`src/rtl/cnn_seq_ctrl_pkg.sv`:
```
// Shared sizing defaults and the sequencer state type for the CNN frame controller.
// Edge lengths are in elements; DATA_WIDTH is the width of one pixel, weight or result.
package cnn_seq_ctrl_pkg;

    localparam int DATA_WIDTH      = 8;
    localparam int IFMAP_SIZE      = 4;
    localparam int KERNEL_SIZE     = 2;
    localparam int POOL_OFMAP_SIZE = 2;

    typedef enum logic [2:0] {
        ST_IDLE    = 3'd0,
        ST_LOAD    = 3'd1,
        ST_RUN     = 3'd2,
        ST_CAPTURE = 3'd3,
        ST_DRAIN   = 3'd4
    } seq_state_e;

endpackage

```
`src/rtl/seq_out_streamer.sv`:
```
// Result buffer that streams N_OUT words in index order while active; one word per out handshake.
// Data is registered, so out_data holds steady while out_ready is low.
module seq_out_streamer #(
    parameter int DATA_WIDTH = 8,
    parameter int N_OUT      = 4
) (
    input  logic                        clk,
    input  logic                        reset,
    input  logic                        load_i,
    input  logic [N_OUT*DATA_WIDTH-1:0] load_dat_i,
    input  logic                        active_i,
    output logic                        out_valid_o,
    input  logic                        out_ready_i,
    output logic [DATA_WIDTH-1:0]       out_data_o,
    output logic                        out_last_o,
    output logic                        done_o
);

    localparam int IW = $clog2(N_OUT + 1);
    localparam int IS = (N_OUT > 1) ? $clog2(N_OUT) : 1;
    localparam logic [IW-1:0] LAST_IDX = IW'(N_OUT - 1);

    logic [N_OUT-1:0][DATA_WIDTH-1:0] buf_q, buf_d;
    logic [IW-1:0]                    idx_q, idx_d;
    logic                             fire;
    logic                             last;

    always_comb begin
        buf_d       = buf_q;
        idx_d       = idx_q;
        last        = active_i && (idx_q == LAST_IDX);
        fire        = active_i && out_ready_i;
        out_valid_o = active_i;
        out_last_o  = last;
        done_o      = fire && last;
        out_data_o  = '0;
        if (active_i) begin
            out_data_o = buf_q[idx_q[IS-1:0]];
        end
        if (load_i) begin
            buf_d = load_dat_i;
        end
        if (fire) begin
            idx_d = last ? '0 : idx_q + IW'(1);
        end
    end

    always_ff @(posedge clk or posedge reset) begin
        if (reset) begin
            buf_q <= '0;
            idx_q <= '0;
        end else begin
            buf_q <= buf_d;
            idx_q <= idx_d;
        end
    end

endmodule

```
`src/rtl/cnn_seq_ctrl.sv`:
```
// Frame sequencer: buffers an ifmap and kernel, runs the accelerator, then streams the pooled result.
// RUN starts the cycle after both buffers fill; inputs stall outside IDLE/LOAD, results wait on out_ready.
module cnn_seq_ctrl #(
    parameter int DATA_WIDTH      = cnn_seq_ctrl_pkg::DATA_WIDTH,
    parameter int IFMAP_SIZE      = cnn_seq_ctrl_pkg::IFMAP_SIZE,
    parameter int KERNEL_SIZE     = cnn_seq_ctrl_pkg::KERNEL_SIZE,
    parameter int POOL_OFMAP_SIZE = cnn_seq_ctrl_pkg::POOL_OFMAP_SIZE,
    parameter int TIMEOUT_CYCLES  = 1024
) (
    input  logic                                               clk,
    input  logic                                               reset,
    input  logic                                               px_valid,
    output logic                                               px_ready,
    input  logic [DATA_WIDTH-1:0]                              px_data,
    input  logic                                               w_valid,
    output logic                                               w_ready,
    input  logic [DATA_WIDTH-1:0]                              w_data,
    output logic                                               acc_en,
    output logic [DATA_WIDTH*IFMAP_SIZE*IFMAP_SIZE-1:0]        acc_ifmap,
    output logic [DATA_WIDTH*KERNEL_SIZE*KERNEL_SIZE-1:0]      acc_weights,
    input  logic [DATA_WIDTH*POOL_OFMAP_SIZE*POOL_OFMAP_SIZE-1:0] acc_ofmap,
    input  logic                                               acc_done,
    output logic                                               out_valid,
    input  logic                                               out_ready,
    output logic [DATA_WIDTH-1:0]                              out_data,
    output logic                                               out_last,
    output logic                                               busy,
    output logic                                               err_timeout
);

    import cnn_seq_ctrl_pkg::*;

    localparam int NPX  = IFMAP_SIZE * IFMAP_SIZE;
    localparam int NW   = KERNEL_SIZE * KERNEL_SIZE;
    localparam int NOUT = POOL_OFMAP_SIZE * POOL_OFMAP_SIZE;
    localparam int PXW  = $clog2(NPX + 1);
    localparam int WW   = $clog2(NW + 1);
    localparam int RW   = $clog2(TIMEOUT_CYCLES + 1);
    localparam int PXS  = (NPX > 1) ? $clog2(NPX) : 1;
    localparam int WS   = (NW > 1) ? $clog2(NW) : 1;

    localparam logic [PXW-1:0] NPX_C    = PXW'(NPX);
    localparam logic [WW-1:0]  NW_C     = WW'(NW);
    localparam logic [RW-1:0]  RUN_LAST = RW'(TIMEOUT_CYCLES - 1);

    seq_state_e                       state_q, state_d;
    logic [PXW-1:0]                   px_cnt_q, px_cnt_d;
    logic [WW-1:0]                    w_cnt_q, w_cnt_d;
    logic [RW-1:0]                    run_cnt_q, run_cnt_d;
    logic                             err_q, err_d;
    logic [NPX-1:0][DATA_WIDTH-1:0]   ifmap_q;
    logic [NW-1:0][DATA_WIDTH-1:0]    wgt_q;

    logic load_phase;
    logic px_fire;
    logic w_fire;
    logic capture;
    logic clear_buf;
    logic drain_act;
    logic drain_done;

    always_comb begin
        state_d    = state_q;
        px_cnt_d   = px_cnt_q;
        w_cnt_d    = w_cnt_q;
        run_cnt_d  = run_cnt_q;
        err_d      = err_q;
        capture    = 1'b0;
        clear_buf  = 1'b0;
        load_phase = (state_q == ST_IDLE) || (state_q == ST_LOAD);
        px_ready   = load_phase && (px_cnt_q < NPX_C);
        w_ready    = load_phase && (w_cnt_q < NW_C);
        px_fire    = px_valid && px_ready;
        w_fire     = w_valid && w_ready;
        acc_en     = (state_q == ST_RUN);
        busy       = (state_q != ST_IDLE);
        drain_act  = (state_q == ST_DRAIN);

        if (px_fire) begin
            px_cnt_d = px_cnt_q + PXW'(1);
        end
        if (w_fire) begin
            w_cnt_d = w_cnt_q + WW'(1);
        end

        case (state_q)
            ST_IDLE: begin
                if (px_fire || w_fire) begin
                    err_d   = 1'b0;
                    state_d = ST_LOAD;
                end
            end
            ST_LOAD: begin
            end
            ST_RUN: begin
                if (acc_done) begin
                    capture = 1'b1;
                    state_d = ST_CAPTURE;
                end else if (run_cnt_q == RUN_LAST) begin
                    // Abort: drop the frame so the next one starts from empty buffers.
                    state_d   = ST_IDLE;
                    err_d     = 1'b1;
                    clear_buf = 1'b1;
                    px_cnt_d  = '0;
                    w_cnt_d   = '0;
                    run_cnt_d = '0;
                end else begin
                    run_cnt_d = run_cnt_q + RW'(1);
                end
            end
            ST_CAPTURE: begin
                state_d   = ST_DRAIN;
                run_cnt_d = '0;
                px_cnt_d  = '0;
                w_cnt_d   = '0;
            end
            ST_DRAIN: begin
                if (drain_done) begin
                    state_d = ST_IDLE;
                end
            end
            default: begin
                state_d = ST_IDLE;
            end
        endcase

        // A final pixel and final weight landing together still count as one fill event.
        if (load_phase && (px_cnt_d == NPX_C) && (w_cnt_d == NW_C)) begin
            state_d = ST_RUN;
        end
    end

    always_ff @(posedge clk or posedge reset) begin
        if (reset) begin
            state_q   <= ST_IDLE;
            px_cnt_q  <= '0;
            w_cnt_q   <= '0;
            run_cnt_q <= '0;
            err_q     <= 1'b0;
        end else begin
            state_q   <= state_d;
            px_cnt_q  <= px_cnt_d;
            w_cnt_q   <= w_cnt_d;
            run_cnt_q <= run_cnt_d;
            err_q     <= err_d;
        end
    end

    always_ff @(posedge clk or posedge reset) begin
        if (reset) begin
            ifmap_q <= '0;
            wgt_q   <= '0;
        end else if (clear_buf) begin
            ifmap_q <= '0;
            wgt_q   <= '0;
        end else begin
            if (px_fire) begin
                ifmap_q[px_cnt_q[PXS-1:0]] <= px_data;
            end
            if (w_fire) begin
                wgt_q[w_cnt_q[WS-1:0]] <= w_data;
            end
        end
    end

    assign acc_ifmap   = ifmap_q;
    assign acc_weights = wgt_q;
    assign err_timeout = err_q;

    seq_out_streamer #(
        .DATA_WIDTH (DATA_WIDTH),
        .N_OUT      (NOUT)
    ) u_streamer (
        .clk         (clk),
        .reset       (reset),
        .load_i      (capture),
        .load_dat_i  (acc_ofmap),
        .active_i    (drain_act),
        .out_valid_o (out_valid),
        .out_ready_i (out_ready),
        .out_data_o  (out_data),
        .out_last_o  (out_last),
        .done_o      (drain_done)
    );

endmodule

```
`config.mk`:
```
export PLATFORM = sky130hd
export DESIGN_NAME = cnn_seq_ctrl
export DESIGN_NICKNAME = d
export VERILOG_FILES = /design/src/rtl/cnn_seq_ctrl_pkg.sv /design/src/rtl/seq_out_streamer.sv /design/src/rtl/cnn_seq_ctrl.sv
export SDC_FILE = /design/constraint.sdc
export NUM_CORES = 1
export LEC_CHECK = 0
export BUFFER_PORTS_ARGS = -buffer_cell sky130_fd_sc_hd__buf_2
export CAP_MARGIN = 15
export CORE_ASPECT_RATIO = 1.2
export CORE_MARGIN = 2
export CORE_UTILIZATION = 56
export CTS_BUF_LIST = sky130_fd_sc_hd__clkbuf_2 sky130_fd_sc_hd__clkbuf_4 sky130_fd_sc_hd__clkbuf_8
export CTS_CLUSTER_DIAMETER = 30
export DETAILED_ROUTE_END_ITERATION = 10
export PLACE_DENSITY_LB_ADDON = 0.12
export SETUP_SLACK_MARGIN = 0.3
export SYNTH_ARGS = -nofsm -noshare
export SYNTH_HDL_FRONTEND = slang
export SYNTH_SLANG_ARGS = --single-unit
```
`constraint.sdc`:
```
create_clock -name clk -period 7.7 [get_ports clk]
set_input_delay 0.385 -clock clk [delete_from_list [all_inputs] [get_ports clk]]
set_output_delay 0.385 -clock clk [all_outputs]
set_load 0.005 [all_outputs]
```
==> Word-level counts from Yosys, hierarchy flattened <==
Cells that the tools add are included.
{ "totals": {"ff_bits": 218, "inputBits": 54, "out_inout_bits": 175, "elab_cells": 118} }
{ "op_classes": {"mux": 40, "n_reduce_logical": 22, "order_cmp": 7, "n_addsub": 4, "n_eq_ne": 15} }
{ "op_table": {"columns": ["op", "n"], "rows": [
  ["two-way mux 128 bit", 2],
  ["bitwise mux 128 bit", 1],
  ["two-way mux 32 bit", 2],
  ["bitwise mux 32 bit", 1],
  ["demux 8 bit (select 4 bit)", 1],
  ["two-way mux 8 bit", 4],
  ["two-way mux 3 bit", 9],
  ["two-way mux 11 bit", 2],
  ["case mux 11 bit (2 select lines)", 1],
  ["binary-select mux 8 bit (select 2 bit)", 1],
  ["demux 8 bit (select 2 bit)", 1],
  ["two-way mux 5 bit", 3],
  ["case mux 3 bit (5 select lines)", 1],
  ["adder 11 x 1 -> 11 bit (second input constant)", 1],
  ["== test 11 x 10 -> 1 bit (second input constant)", 1],
  ["logical AND 1 bit", 11],
  ["case mux 5 bit (2 select lines)", 1],
  ["== test 3 x 2 -> 1 bit (second input constant)", 3],
  ["two-way mux 1 bit", 8],
  ["AND reduction 4 bit", 2],
  ["nonzero test 2 bit", 4],
  ["adder 3 x 1 -> 3 bit (second input constant)", 2],
  ["== test 3 bit (second input constant)", 2],
  ["less-than comparator 2 x 3 -> 1 bit (second input constant)", 2],
  ["19 further kinds", 22]
]} }

==> Longest topological paths before layout <==
Gate-level depths: netlist of run 1.
{ "logic_depth": {"ltp_word": 13, "mapped_depth": 8, "ltp_nobuf": 6} }

==> Cells and area by module <==
From an unflattened synthesis of run 1, not the netlist that was laid out.
{ "unflattened": {"hier_cells": 924, "area_unflattened_um2": 9648.0} }
{ "modules_own_cells": {"columns": ["mod", "area_per_inst_um2", "seq_area_each_um2", "cells_per_inst", "n_inst"], "rows": [
  ["cnn_seq_ctrl", 7998.9, 4579.4, 811, 1],
  ["seq_out_streamer", 1649.1, 875.8, 113, 1]
]} }

==> Worst setup path after synthesis of run 1 <==
No wires, ideal clock.
{ "synth_path": {"path_type": "register to register", "startpoint": "register px_cnt_q[0]", "endpoint": "register state_q[1]", "required_time_ns": 7.622, "synth_period_minus_slack_ns": 1.900, "setup_time_ns": 0.078, "setup_slack_ns": 5.800, "stages_incl_launch_ff": 7, "n_path_buf": 1, "arrival_ns": 1.822, "path_cell_list": "dfrtp_1 -> ha_1 -> clkbuf_1 -> a41oi_1 -> or4_1 -> a2111oi_2 -> o21bai_1"} }
{ "synth_via": {"elab_chain_cells": 12, "elab_cells_between_ends": 18, "classes_between": "add/sub (1); order compare (1); eq/ne (5); mux (5); reduce/logical (6)"} }
{ "synth_rtl": {"columns": ["element", "line_no", "text"], "rows": [
  ["from (decl)", "cnn_seq_ctrl.sv:47", "logic [PXW-1:0] px_cnt_q, px_cnt_d;"],
  ["from (signal assigned)", "cnn_seq_ctrl.sv:142", "px_cnt_q <= px_cnt_d;"],
  ["less-than comparator 5 bit", "cnn_seq_ctrl.sv:71", "px_ready = load_phase && (px_cnt_q < NPX_C);"],
  ["logical AND 1 bit", "cnn_seq_ctrl.sv:71", null],
  ["logical AND 1 bit", "cnn_seq_ctrl.sv:73", "px_fire = px_valid && px_ready;"],
  ["two-way mux 5 bit", "cnn_seq_ctrl.sv:79", "if (px_fire) begin"],
  ["two-way mux 5 bit", "cnn_seq_ctrl.sv:99", "end else if (run_cnt_q == RUN_LAST) begin"],
  ["two-way mux 5 bit", "cnn_seq_ctrl.sv:96", "if (acc_done) begin"],
  ["case mux 5 bit (2 select lines)", "cnn_seq_ctrl.sv:86", "case (state_q)"],
  ["== test 5 bit", "cnn_seq_ctrl.sv:128", "if (load_phase && (px_cnt_d == NPX_C) && (w_cnt_d == NW_C)) begin"],
  ["logical AND 1 bit (2 in a row)", "cnn_seq_ctrl.sv:128", null],
  ["inequality test 4 x 1 -> 1 bit (no source line) (tied with other cells)", null, null],
  ["AND reduction 4 bit (no source line)", null, null],
  ["to (signal assigned)", "cnn_seq_ctrl.sv:141", "state_q <= state_d;"],
  ["to (decl)", "cnn_seq_ctrl.sv:46", "seq_state_e state_q, state_d;"]
]} }
Parallel ways exist; a longest one is shown, timed or not.
A chain may end at the register's enable or synchronous reset.

==> Worst setup path in the final report of run 1 <==
{ "layout_path": {"startpoint": "register state_q[2]", "endpoint": "register ifmap_q, in the netlist acc_ifmap[103]"} }
{ "layout_via": {"elab_chain_cells": 5, "elab_cells_between_ends": 9, "classes_between": "eq/ne (2); mux (2); reduce/logical (5)"} }
{ "layout_rtl": {"columns": ["element", "line_no", "text"], "rows": [
  ["== test 3 x 1 -> 1 bit or logical NOT 3 bit (tied branches)", "cnn_seq_ctrl.sv:70", "load_phase = (state_q == ST_IDLE) || (state_q == ST_LOAD);"],
  ["logical OR 1 bit", "cnn_seq_ctrl.sv:70", null],
  ["logical AND 1 bit", "cnn_seq_ctrl.sv:71", null],
  ["logical AND 1 bit", "cnn_seq_ctrl.sv:73", null],
  ["nonzero test 2 bit (no source line)", null, null],
  ["to (signal, indexed assignment)", "cnn_seq_ctrl.sv:158", "ifmap_q[px_cnt_q[PXS-1:0]] <= px_data;"],
  ["to (decl)", "cnn_seq_ctrl.sv:51", "logic [NPX-1:0][DATA_WIDTH-1:0] ifmap_q;"]
]} }
Parallel ways exist; a longest one is shown, timed or not.

==> out/metrics.yaml, run 1 <==
worst_setup_path:
  crit_path_cell_trace: "or3b_1 -> inv_1 -> and2_4 -> buf_4 -> nor2_1"
  reg2regPathDepth: 5
  cp-start-kind: "register"
  reg2reg_slack_ns: 4.59
  r2r_end: "acc_ifmap[103]"
  crit_type: "reg -> reg"
  endpoint_kind: "register"
  cp_slowest_cell: "buf_4"
  critPathRequiredTime_ns: 8.06
  path_delay_family: "simple AND/OR/NAND/NOR gates"
  slowest_delay_ns: 0.90
  worstPathArrival_ns: 3.48
  crit_fanout: 110
  worstReg2RegStart: "state_q[2]"
  crit_buf_inv: 2
drt:
  wl_um: 23210
  route.vias.total: 7073
  drc_errors: 0
  routed_via_density: 5.462
  antenna_left: 0
  first_iter_violations: 520
  wire_per_inst_um: 17.92
  firstDrtPassIters: 6
yosys:
  syn-cell-area_um2: 9684
  synth_nets: 892
  synth_area_leaders: "dfrtp_1 (56%), mux2i_1 (14%), nor2_1 (5.9%)"
  synth.avg_cell_area_um2: 11.70
  synth.distinct_cells: 50
  yosys_warnings: 0
  synth_cells: 828
  synth_top_area_cell: "dfrtp_1"
  synth-seq-cells: 218
  synth_top_area_share: 0.5633
  seq_area_frac_synth: 0.5633
power:
  p_leak_nw: 6.759
  internal-power_w: 0.002916
  comb_power_share: 0.296
  power_switching_share: 0.3279
  power_frac_seq: 0.426
  p_clk_frac: 0.278
  vdd_drop_max_uv: 217.0
  p_switching_w: 0.001423
  power.density_nw_per_um2: 368.8
clock_network:
  clockRootBuffer: "clkbuf_8"
  cts_setup_buffers: 0
  clk_pin_slew_ns: 0.06
  ctsHoldBuffers: 0
  cts_buffers: 40
  numClockSinks: 218
  cts.path.max_buffers: 3
  cts_tree: "done"
  post_cts_resized: 0
  clk_latency_ns: 0.53
  htree_levels: 2
global_route:
  overflow: 0
  grt_pass1_wl_um: 36850
  grt_start_max_net_pins: 139
  grt_pass1_vias: 7009
  antenna_found_initial: 0
  grt_usage: 0.2547
floorplan:
  row_count: 52
  core_area_um2: 16920
  die_area_um2: 18370
  top_level_ports: 229
  die_h_um: 148.1
  die_x_um: 124.0
  initial_core_util: 0.5725
cells_and_area:
  multi_input_area_um2: 3924
  regArea_um2: 5455
  area_growth_pct: 21.47
  fin_nets: 1115
  drive_above_1_share: 0.3420
  antenna_cells: 0
  nFillCells: 1336
sta:
  clock_skew_ns: 0.03901
  finalSetupViolCount: 0
  worst_hold_slack_ns: 0.07051
  fin_tns_setup_ns: 0
  finalHoldViolations: 0
  relSlewSlack: 0.2614
  fmax_ghz: 0.3212
  min_period_ns: 3.114
  min_period_over_period: 0.4044
  tightestPinTransition_ns: 1.108
  maxSlewViolCount: 0
  rsz0062_at_grt: "no"
placed_design:
  hpwl_um: 15320
  port_buffers: 228
  place_congestion: 0.8407
flow_run:
  cap_violations: 0
run_status:
  run_status: "completed"
min_path:
  hp-class: "in -> async"
per-stage QoR:
step | power (W) | utilization | cell area (um^2) | setup WS, ns | std cells
after floorplan | 0.002547 | - | 9684 | 1.351 | 828
after global placement | 0.003110 | 0.6425 | 10870 | 4.587 | 1225
after detailed placement | 0.003158 | 0.6425 | 10870 | 4.598 | 1225
after CTS | 0.004379 | 0.6954 | 11760 | 4.571 | 1295
after global routing | 0.004631 | 0.6954 | 11760 | 4.308 | 1295
final | 0.004338 | 0.6954 | 11760 | 4.586 | 1295
cell usage after synthesis, drive strengths merged:
master,n
o21bai,1
clkbuf,20
o31a,2
ha,10
inv,9
nor3,6
nor2b,7
a21oi,33
xor2,3
a22o,2
or3b,1
a21o,1
mux2,34
xnor2,2
a41oi,2
o21a,2
mux2i,140
a2111oi,1
or4b,2
nand3,45
nand2b,2
or4,2
nand4,3
or3,2
nor4b,2
nand2,44
a21boi,1
and3,12
o2111ai,1
mux4,8
a31oi,4
o22a,1
o211ai,2
and2,4
buf,32
dfrtp,218
nor4,3
nor2,153
nand3b,2
o21ai,9
state kept, by name (all words and copies together) (netlist names):
signal / count
u_streamer.idx_q: 3
acc_weights: 32
state_q: 3
w_cnt_q: 3
acc_ifmap: 128
px_cnt_q: 5
u_streamer.buf_q: 32
run_cnt_q: 11
err_timeout: 1
cells by family after synthesis:
| family | synth area share |
|---|---|
| AOI/OAI and AO/OA | 0.03850 |
| xor gates and xnor gates | 0.004523 |
| adders and majority gates | 0.01292 |
| buffers and inverters | 0.03204 |
| DFF | 0.5633 |
| muxes | 0.2028 |
| and+or+nand+nor | 0.1459 |
cell type report:
cell class                      instances  area share
Sequential cell                       218      0.4637
Timing Repair Buffer                  233      0.1002
Clock inverter                         12     0.01191
Inverter                                9    0.003510
Clock buffer                           58     0.06414
Tap cell                              216     0.02297
Multi-Input combinational cell        549      0.3335
layout by cell type (no fill, tap or decap), drive strengths merged, types with 12 or more instances in the layout:
| master | n |
|---|---|
| a21oi | 33 |
| and3 | 12 |
| buf | 233 |
| clkbuf | 58 |
| dfrtp | 218 |
| mux2 | 34 |
| mux2i | 140 |
| nand2 | 44 |
| nand3 | 45 |
| nor2 | 153 |
worst register-to-register path, delay by kind of cell, from the launching register on:
family,cells,cell delay (ns)
simple gates,3,1.28
buf+inv,2,1.02
flops,1,0.64
worst max-delay path by stage:
stage	to	slack, ns	start	cells past startpoint
after floorplan	acc_ifmap[0]	1.35	reset	1
after global placement	acc_ifmap[94]	4.59	state_q[2]	5
after detailed placement	acc_ifmap[91]	4.60	state_q[2]	5
after CTS	acc_ifmap[64]	4.57	state_q[2]	5
after global routing	acc_ifmap[90]	4.31	state_q[2]	5
final	acc_ifmap[103]	4.59	state_q[2]	5
per-layer routing:
layer	vias up	share of wire	wire length (um)	track usage
met5	-	0	0	0
met4	0	0.021	485	0.07640
met3	36	0.085	1980	0.07899
met2	257	0.47	10930	0.3913
met1	3476	0.42	9815	0.3504
li1	3304	-	-	-
power groups by stage:
stage               clock [W]  sequential, W  combinational (W)
floorplan                   0        0.00184           0.000711
global placement            0        0.00185            0.00126
detailed placement          0        0.00186            0.00129
CTS                   0.00123        0.00185            0.00130
global route          0.00128        0.00191            0.00144
finish                0.00121        0.00185            0.00128
Note: power is estimated with default switching activity, not from simulation.
==> run 2: changes to the inputs <==
==> constraint.sdc (replaced) <==
create_clock -name clk -period 3.22 [get_ports clk]
set_input_delay 0.161 -clock clk [delete_from_list [all_inputs] [get_ports clk]]
set_output_delay 0.161 -clock clk [all_outputs]
set_load 0.005 [all_outputs]
==> run 2 against run 1 <==
Compared with the run above: hold slack got worse by 0.049 ns; register-to-register slack got worse by 3.7 ns; critical path depth increased by 1; first-iteration DRC count decreased by 24%; largest cell class unchanged; highest routed layer unchanged.
==> out/metrics.yaml, run 2 (synthesis results as in run 1) <==
drt:
  antenna_left: 0  # unchanged
  route.vias.total: 7308  # was 7073
  first_iter_violations: 397  # was 520
  wire_per_inst_um: 18.10  # was 17.92 um
  firstDrtPassIters: 5  # was 6
  routed_via_density: 5.433  # was 5.462
  wl_um: 24340  # was 23210 um
  drc_errors: 0  # unchanged
min_path:
  min_path_cells: 3
  hold_end: "px_cnt_q[4]"
  hold_path.startpoint: "px_valid"
  hp-class: "in -> reg"  # was in -> async
sta:
  finalSetupViolCount: 0  # unchanged
  relSlewSlack: 0.3295  # was 0.2614
  tightestPinTransition_ns: 1.004  # was 1.108 ns
  min_period_ns: 2.347  # was 3.114 ns
  fin_tns_setup_ns: 0  # unchanged
  maxSlewViolCount: 0  # unchanged
  worst_hold_slack_ns: 0.02118  # was 0.07051 ns
  setup_slack_ns: 0.8733  # was 4.586 ns
  fmax_ghz: 0.4261  # was 0.3212 GHz
  finalHoldViolations: 0  # unchanged
  min_period_over_period: 0.7288  # was 0.4044
  clock_skew_ns: 0.02176  # was 0.03901 ns
  rsz0062_at_grt: "no"  # unchanged
power:
  power_switching_share: 0.3297  # was 0.3279
  internal-power_w: 0.006970  # was 0.002916 W
  comb_power_share: 0.303  # was 0.296
  power.density_nw_per_um2: 846.4  # was 368.8 nW/um^2
  p_clk_frac: 0.272  # was 0.278
  power_frac_seq: 0.425  # was 0.426
  p_leak_nw: 6.983  # was 6.759 nW
  vdd_drop_max_uv: 561.2  # was 217.0 uV
  p_switching_w: 0.003428  # was 0.001423 W
worst_setup_path:
  crit_type: "reg -> reg"  # unchanged
  reg2reg_slack_ns: 0.87  # was 4.59 ns
  crit_fanout: 68  # was 110
  worstPathArrival_ns: 2.75  # was 3.48 ns
  cp-start-kind: "register"  # unchanged
  crit_path_cell_trace: "ha_1 -> nand2b_1 -> nor4_2 -> and2_4 -> buf_12 -> nor2_1"  # was or3b_1 -> inv_1 -> and2_4 -> buf_4 -> nor2_1
  cp_slowest_cell: "and2_4"  # was buf_4
  r2r_end: "acc_ifmap[20]"  # was acc_ifmap[103]
  endpoint_kind: "register"  # unchanged
  worstReg2RegStart: "run_cnt_q[0]"  # was state_q[2]
  slowest_delay_ns: 0.55  # was 0.90 ns
  reg2regPathDepth: 6  # was 5
  critPathRequiredTime_ns: 3.62  # was 8.06 ns
clock_network:
  cts.path.max_buffers: 3  # unchanged
  htree_levels: 2  # unchanged
  numClockSinks: 218  # unchanged
  cts_tree: "done"  # unchanged
  clockRootBuffer: "clkbuf_8"  # unchanged
  clk_latency_ns: 0.53  # about the same
  cts_setup_buffers: 0  # unchanged
  cts_buffers: 41  # was 40
  clk_pin_slew_ns: 0.06  # about the same
cells_and_area:
  drive_above_1_share: 0.3330  # was 0.3420
  fin_nets: 1166  # was 1115
  post-route-util: 0.7263  # was 0.6954
  area_growth_pct: 26.86  # was 21.47%
  largest_reg_flops: 128  # unchanged
  design_area_um2: 12290  # was 11760 um^2
  final_cell_mix: "buf_2 (228), dfrtp_1 (218), nor2_1 (152), mux2i_1 (140), clkbuf_8 (51)"  # unchanged
  final_common_cell: "buf_2"  # unchanged
  antenna_cells: 0  # unchanged
placed_design:
  hpwl_um: 15830  # was 15320 um
  place_congestion: 0.8186  # was 0.8407
  post_dp_cell_area_um2: 10980  # was 10870 um^2
  dpl_worst_slack_ns: 0.8999  # was 4.598 ns
  port_buffers: 228  # unchanged
run_status:
  run_status: "completed"  # unchanged
flow_run:
  cap_violations: 0  # unchanged
global_route:
  grt_pass1_wl_um: 38870  # was 36850 um
  grt_usage: 0.2710  # was 0.2547
  overflow: 0  # unchanged
  antenna_found_initial: 0  # unchanged
  grt_start_max_net_pins: 69  # was 139
  grt_pass1_vias: 7483  # was 7009
floorplan:
  initial_core_util: 0.5725  # unchanged
  die_area_um2: 18370  # unchanged
  die_h_um: 148.1  # unchanged
  core_area_um2: 16920  # unchanged
  top_level_ports: 229  # unchanged
  row_count: 52  # unchanged
  die_x_um: 124.0  # unchanged
run 2: area by class of cell:
cell class	instances	area, um^2
clock inverters	9	97.59
repair buffers	283	1724
clock buffers	61	777.0
well taps	216	270.3
flip-flops and latches	218	5455
inverters	9	37.54
multi-input cells	549	3924
fillers	1248	4631
run 2: repair_timing:
item	CTS	global route
hold buffers	43	0
hold endpoints to repair	103	0
resized for setup	0	0
run 2: power groups by stage:
stage / clock network [W] / registers, W / logic, W
detailed placement: 0 / 0.00445 / 0.00313
global placement: 0 / 0.00441 / 0.00305
CTS: 0.00287 / 0.00442 / 0.00318
floorplan: 0 / 0.00439 / 0.00170
global route: 0.00300 / 0.00455 / 0.00356
finish: 0.00282 / 0.00442 / 0.00315
run 2: worst max-delay path by stage:
stage,from,to,slack (ns),depth (start not counted)
CTS,u_streamer.idx_q[0],out_data[3],0.87,3
finish,run_cnt_q[0],acc_ifmap[20],0.87,6
floorplan,reset,acc_ifmap[0],0.22,1
global route,run_cnt_q[0],acc_weights[15],0.68,6
detailed placement,run_cnt_q[0],acc_ifmap[42],0.90,6
global placement,state_q[1],acc_ifmap[85],0.93,5
run 2: layer usage:
layer / GRT usage / vias to the layer above / part of all wire
li1: - / 3412 / -
met1: 0.3617 / 3616 / 0.42
met2: 0.4208 / 233 / 0.47
met3: 0.08436 / 47 / 0.078
met4: 0.09551 / 0 / 0.029
met5: 0 / - / 0
run 2: worst max-delay path, delay by kind of cell, from the launching register on:
family                   cells  cell delay (ns)
AND/OR/NAND/NOR              4             1.21
buffers and inverters        1             0.33
adder cells (fa/ha/maj)      1             0.23
flip-flops                   1             0.42
run 2: stage by stage:
step                      power (W)  std cells
final                       0.01040       1345
after global routing        0.01112       1345
after CTS                   0.01047       1345
after detailed placement   0.007580       1232
after global placement     0.007457       1232
after floorplan            0.006093        828
==> run 3: changes to the inputs <==
==> constraint.sdc (replaced) <==
create_clock -name clk -period 2.25 [get_ports clk]
set_input_delay 0.1125 -clock clk [delete_from_list [all_inputs] [get_ports clk]]
set_output_delay 0.1125 -clock clk [all_outputs]
set_load 0.005 [all_outputs]
==> run 3 against run 2 <==
Compared with the run above: die area stayed put; power is 52% higher; register-to-register slack worse by 0.50 ns; sequential power is 42% higher; first-iteration DRC count is 11% higher; core utilization is 3.1 points higher; worst setup slack worse by 0.60 ns; via count is 2.0% higher; hold slack better by 0.023 ns; critical path depth is 2 lower; critical endpoint is now out_data[5].
==> out/metrics.yaml, run 3 (synthesis results as in run 1) <==
cells_and_area:
  area_growth_pct: 32.29  # was 26.86%
  largest_reg_flops: 128  # unchanged
  design_area_um2: 12810  # was 12290 um^2
  final_cell_mix: "buf_2 (220), dfrtp_1 (213), nor2_1 (152), mux2i_1 (140), clkbuf_8 (47)"  # was buf_2 (228), dfrtp_1 (218), nor2_1 (152), mux2i_1 (140), clkbuf_8 (51)
  nFillCells: 1173  # was 1248
  instances_no_fill: 1364  # was 1345
  final_common_cell: "buf_2"  # unchanged
  fin_nets: 1184  # was 1166
  drive_above_1_share: 0.3571  # was 0.3330
  antenna_cells: 0  # unchanged
global_route:
  grt_usage: 0.2661  # was 0.2710
  antenna_found_initial: 0  # unchanged
  grt_start_max_net_pins: 124  # was 69
  grt_pass1_vias: 7373  # was 7483
  grt_busiest_layer: "met2"  # unchanged
  met1_usage: 0.3523  # was 0.3617
  grt_pass1_wl_um: 38330  # was 38870 um
  use_met2: 0.4202  # was 0.4208
  use_met3: 0.08512  # was 0.08436
  overflow: 0  # unchanged
worst_setup_path:
  r2r_end: "state_q[1]"  # was acc_ifmap[20]
  crit_path_cell_trace: "buf_12 -> mux4_2 -> and3_4 -> buf_6"  # was ha_1 -> nand2b_1 -> nor4_2 -> and2_4 -> buf_12 -> nor2_1
  cp-start-kind: "register"  # unchanged
  endpoint_kind: "primary output"  # was register
  slowest_delay_ns: 0.49  # was 0.55 ns
  reg2regPathDepth: 5  # was 6
  reg2reg_slack_ns: 0.37  # was 0.87 ns
  critPathRequiredTime_ns: 2.14  # was 3.62 ns
  worstReg2RegStart: "state_q[1]"  # was run_cnt_q[0]
  cp_slowest_cell: "dfrtp_4"  # was and2_4
  crit_fanout: 6  # was 68
  worstPathArrival_ns: 1.86  # was 2.75 ns
  endpoint: "out_data[5]"  # was acc_ifmap[20]
  startpoint: "u_streamer.idx_q[0]"  # was run_cnt_q[0]
  crit_type: "reg -> out"  # was reg -> reg
placed_design:
  dpl_worst_slack_ns: 0.1555  # was 0.8999 ns
  hpwl_um: 15320  # was 15830 um
  place_congestion: 0.7921  # was 0.8186
  dp.cells: 1237  # was 1232
  post_dp_cell_area_um2: 11030  # was 10980 um^2
  port_buffers: 228  # unchanged
sta:
  fmax_ghz: 0.5067
  tightestPinTransition_ns: 0.7122  # was 1.004 ns
  rsz0062_at_grt: "yes"  # was no
  finalHoldViolations: 0  # unchanged
  maxSlewViolCount: 0  # unchanged
  clock_skew_ns: 0.02008  # was 0.02176 ns
  min_period_ns: 1.974
  relSlewSlack: 0.5252  # was 0.3295
  min_period_over_period: 0.8772
  finalSetupViolCount: 0  # unchanged
  setup_slack_ns: 0.2763  # was 0.8733 ns
clock_network:
  numClockSinks: 218  # unchanged
  cts.path.max_buffers: 3  # unchanged
  htree_levels: 2  # unchanged
  clk_latency_ns: 0.53  # about the same
  clk_pin_slew_ns: 0.06  # about the same
  cts_tree: "done"  # unchanged
  clockRootBuffer: "clkbuf_8"  # unchanged
  cts_buffers: 41  # unchanged
floorplan:
  die_x_um: 124.0  # unchanged
  initial_core_util: 0.5725  # unchanged
  top_level_ports: 229  # unchanged
  row_count: 52  # unchanged
  die_area_um2: 18370  # unchanged
  die_h_um: 148.1  # unchanged
  core_area_um2: 16920  # unchanged
drt:
  firstDrtPassIters: 5  # unchanged
  antenna_left: 0  # unchanged
  route.vias.total: 7451  # was 7308
  wire_per_inst_um: 18.55  # was 18.10 um
  routed_via_density: 5.463  # was 5.433
  drc_errors: 0  # unchanged
  wl_um: 25300  # was 24340 um
  first_iter_violations: 440  # was 397
power:
  finalPower_w: 0.01583  # was 0.01040 W
  power.density_nw_per_um2: 1236  # was 846.4 nW/um^2
  vdd_drop_max_uv: 794.5  # was 561.2 uV
  p_leak_nw: 7.160  # was 6.983 nW
run_status:
  run_status: "completed"  # unchanged
flow_run:
  cap_violations: 0  # unchanged
min_path:
  hp-class: "in -> reg"  # unchanged
-- run 3: cell types whose count changed in the layout (fill, tap and decap cells not counted), moves of 4 or more --
cell / before / now
buf_4: 7 / 15
bufinv_16: 2 / 9
buf_6: 0 / 10
dfrtp_2: 0 / 4
and3_4: 0 / 8
dfrtp_1: 218 / 213
buf_2: 228 / 220
and3_1: 12 / 4
clkbuf_8: 51 / 47
-- run 3: final cells by class --
| class | count | area [um^2] | area share |
|---|---|---|---|
| clock inverters | 17 | 310.3 | 0.02422 |
| clock buffers | 54 | 699.4 | 0.05460 |
| inverters | 9 | 37.54 | 0.002930 |
| multi-input cells | 549 | 4008 | 0.3128 |
| well taps | 216 | 270.3 | 0.02110 |
| repair buffers | 301 | 2022 | 0.1578 |
| flip-flops and latches | 218 | 5464 | 0.4265 |
-- run 3: how the worst min path moves through the flow --
stage	start	to	slack, ns	depth (start not counted)
floorplan	out_ready	u_streamer.idx_q[2]	0.21	1
global placement	acc_ofmap[9]	u_streamer.buf_q[9]	0.33	2
detailed placement	reset	run_cnt_q[4]	0.33	3
CTS	px_data[7]	acc_ifmap[7]	0.02	3
global route	px_data[0]	acc_ifmap[48]	0.06	3
finish	px_data[7]	acc_ifmap[23]	0.04	3
-- run 3: worst max-delay path, delay by kind of cell, from the launching register on --
family	cells	cell delay [ns]
multiplexers	1	0.43
buffers and inverters	2	0.26
AND/OR/NAND/NOR	1	0.17
flip-flops	1	0.49
-- run 3: report_power, final --
group / internal [W] / switching [W] / leakage, nW
Clock: 0.00306 / 0.00165 / 0.529
Combinational: 0.00238 / 0.00248 / 3.85
Sequential: 0.00537 / 0.000899 / 2.78
Total: 0.0108 / 0.00503 / 7.16
-- run 3: per-stage QoR --
| stage | utilization | setup TNS, ns | hold slack, ns |
|---|---|---|---|
| 3_5_place_dp | 0.6521 | 0 | 0.3266 |
| 3_3_place_gp | 0.6521 | 0 | 0.3334 |
| 6_report | 0.7573 | 0 | 0.04424 |
| 2_1_floorplan | - | -153.17 | 0.2147 |
| 4_1_cts | 0.7430 | 0 | 0.02265 |
| 5_1_grt | 0.7573 | 0 | 0.05975 |
-- run 3: timing repair --
| action | 4_1_cts | 5_1_grt |
|---|---|---|
| hold endpoints to repair | 291 | 0 |
| hold buffers | 45 | 0 |
| resized for setup | 10 | 27 |
| pin swaps | 4 | 10 |
| gates cloned | 0 | 3 |
| endpoints found under the setup margin | 157 | 172 |
| setup buffers | 3 | 5 |
-- run 3: layer usage --
metal / share of wire / vias up / wire, um
met3: 0.080 / 42 / 2014
li1: - / 3451 / -
met1: 0.41 / 3695 / 10450
met5: 0 / - / 0
met2: 0.48 / 263 / 12200
met4: 0.025 / 0 / 628
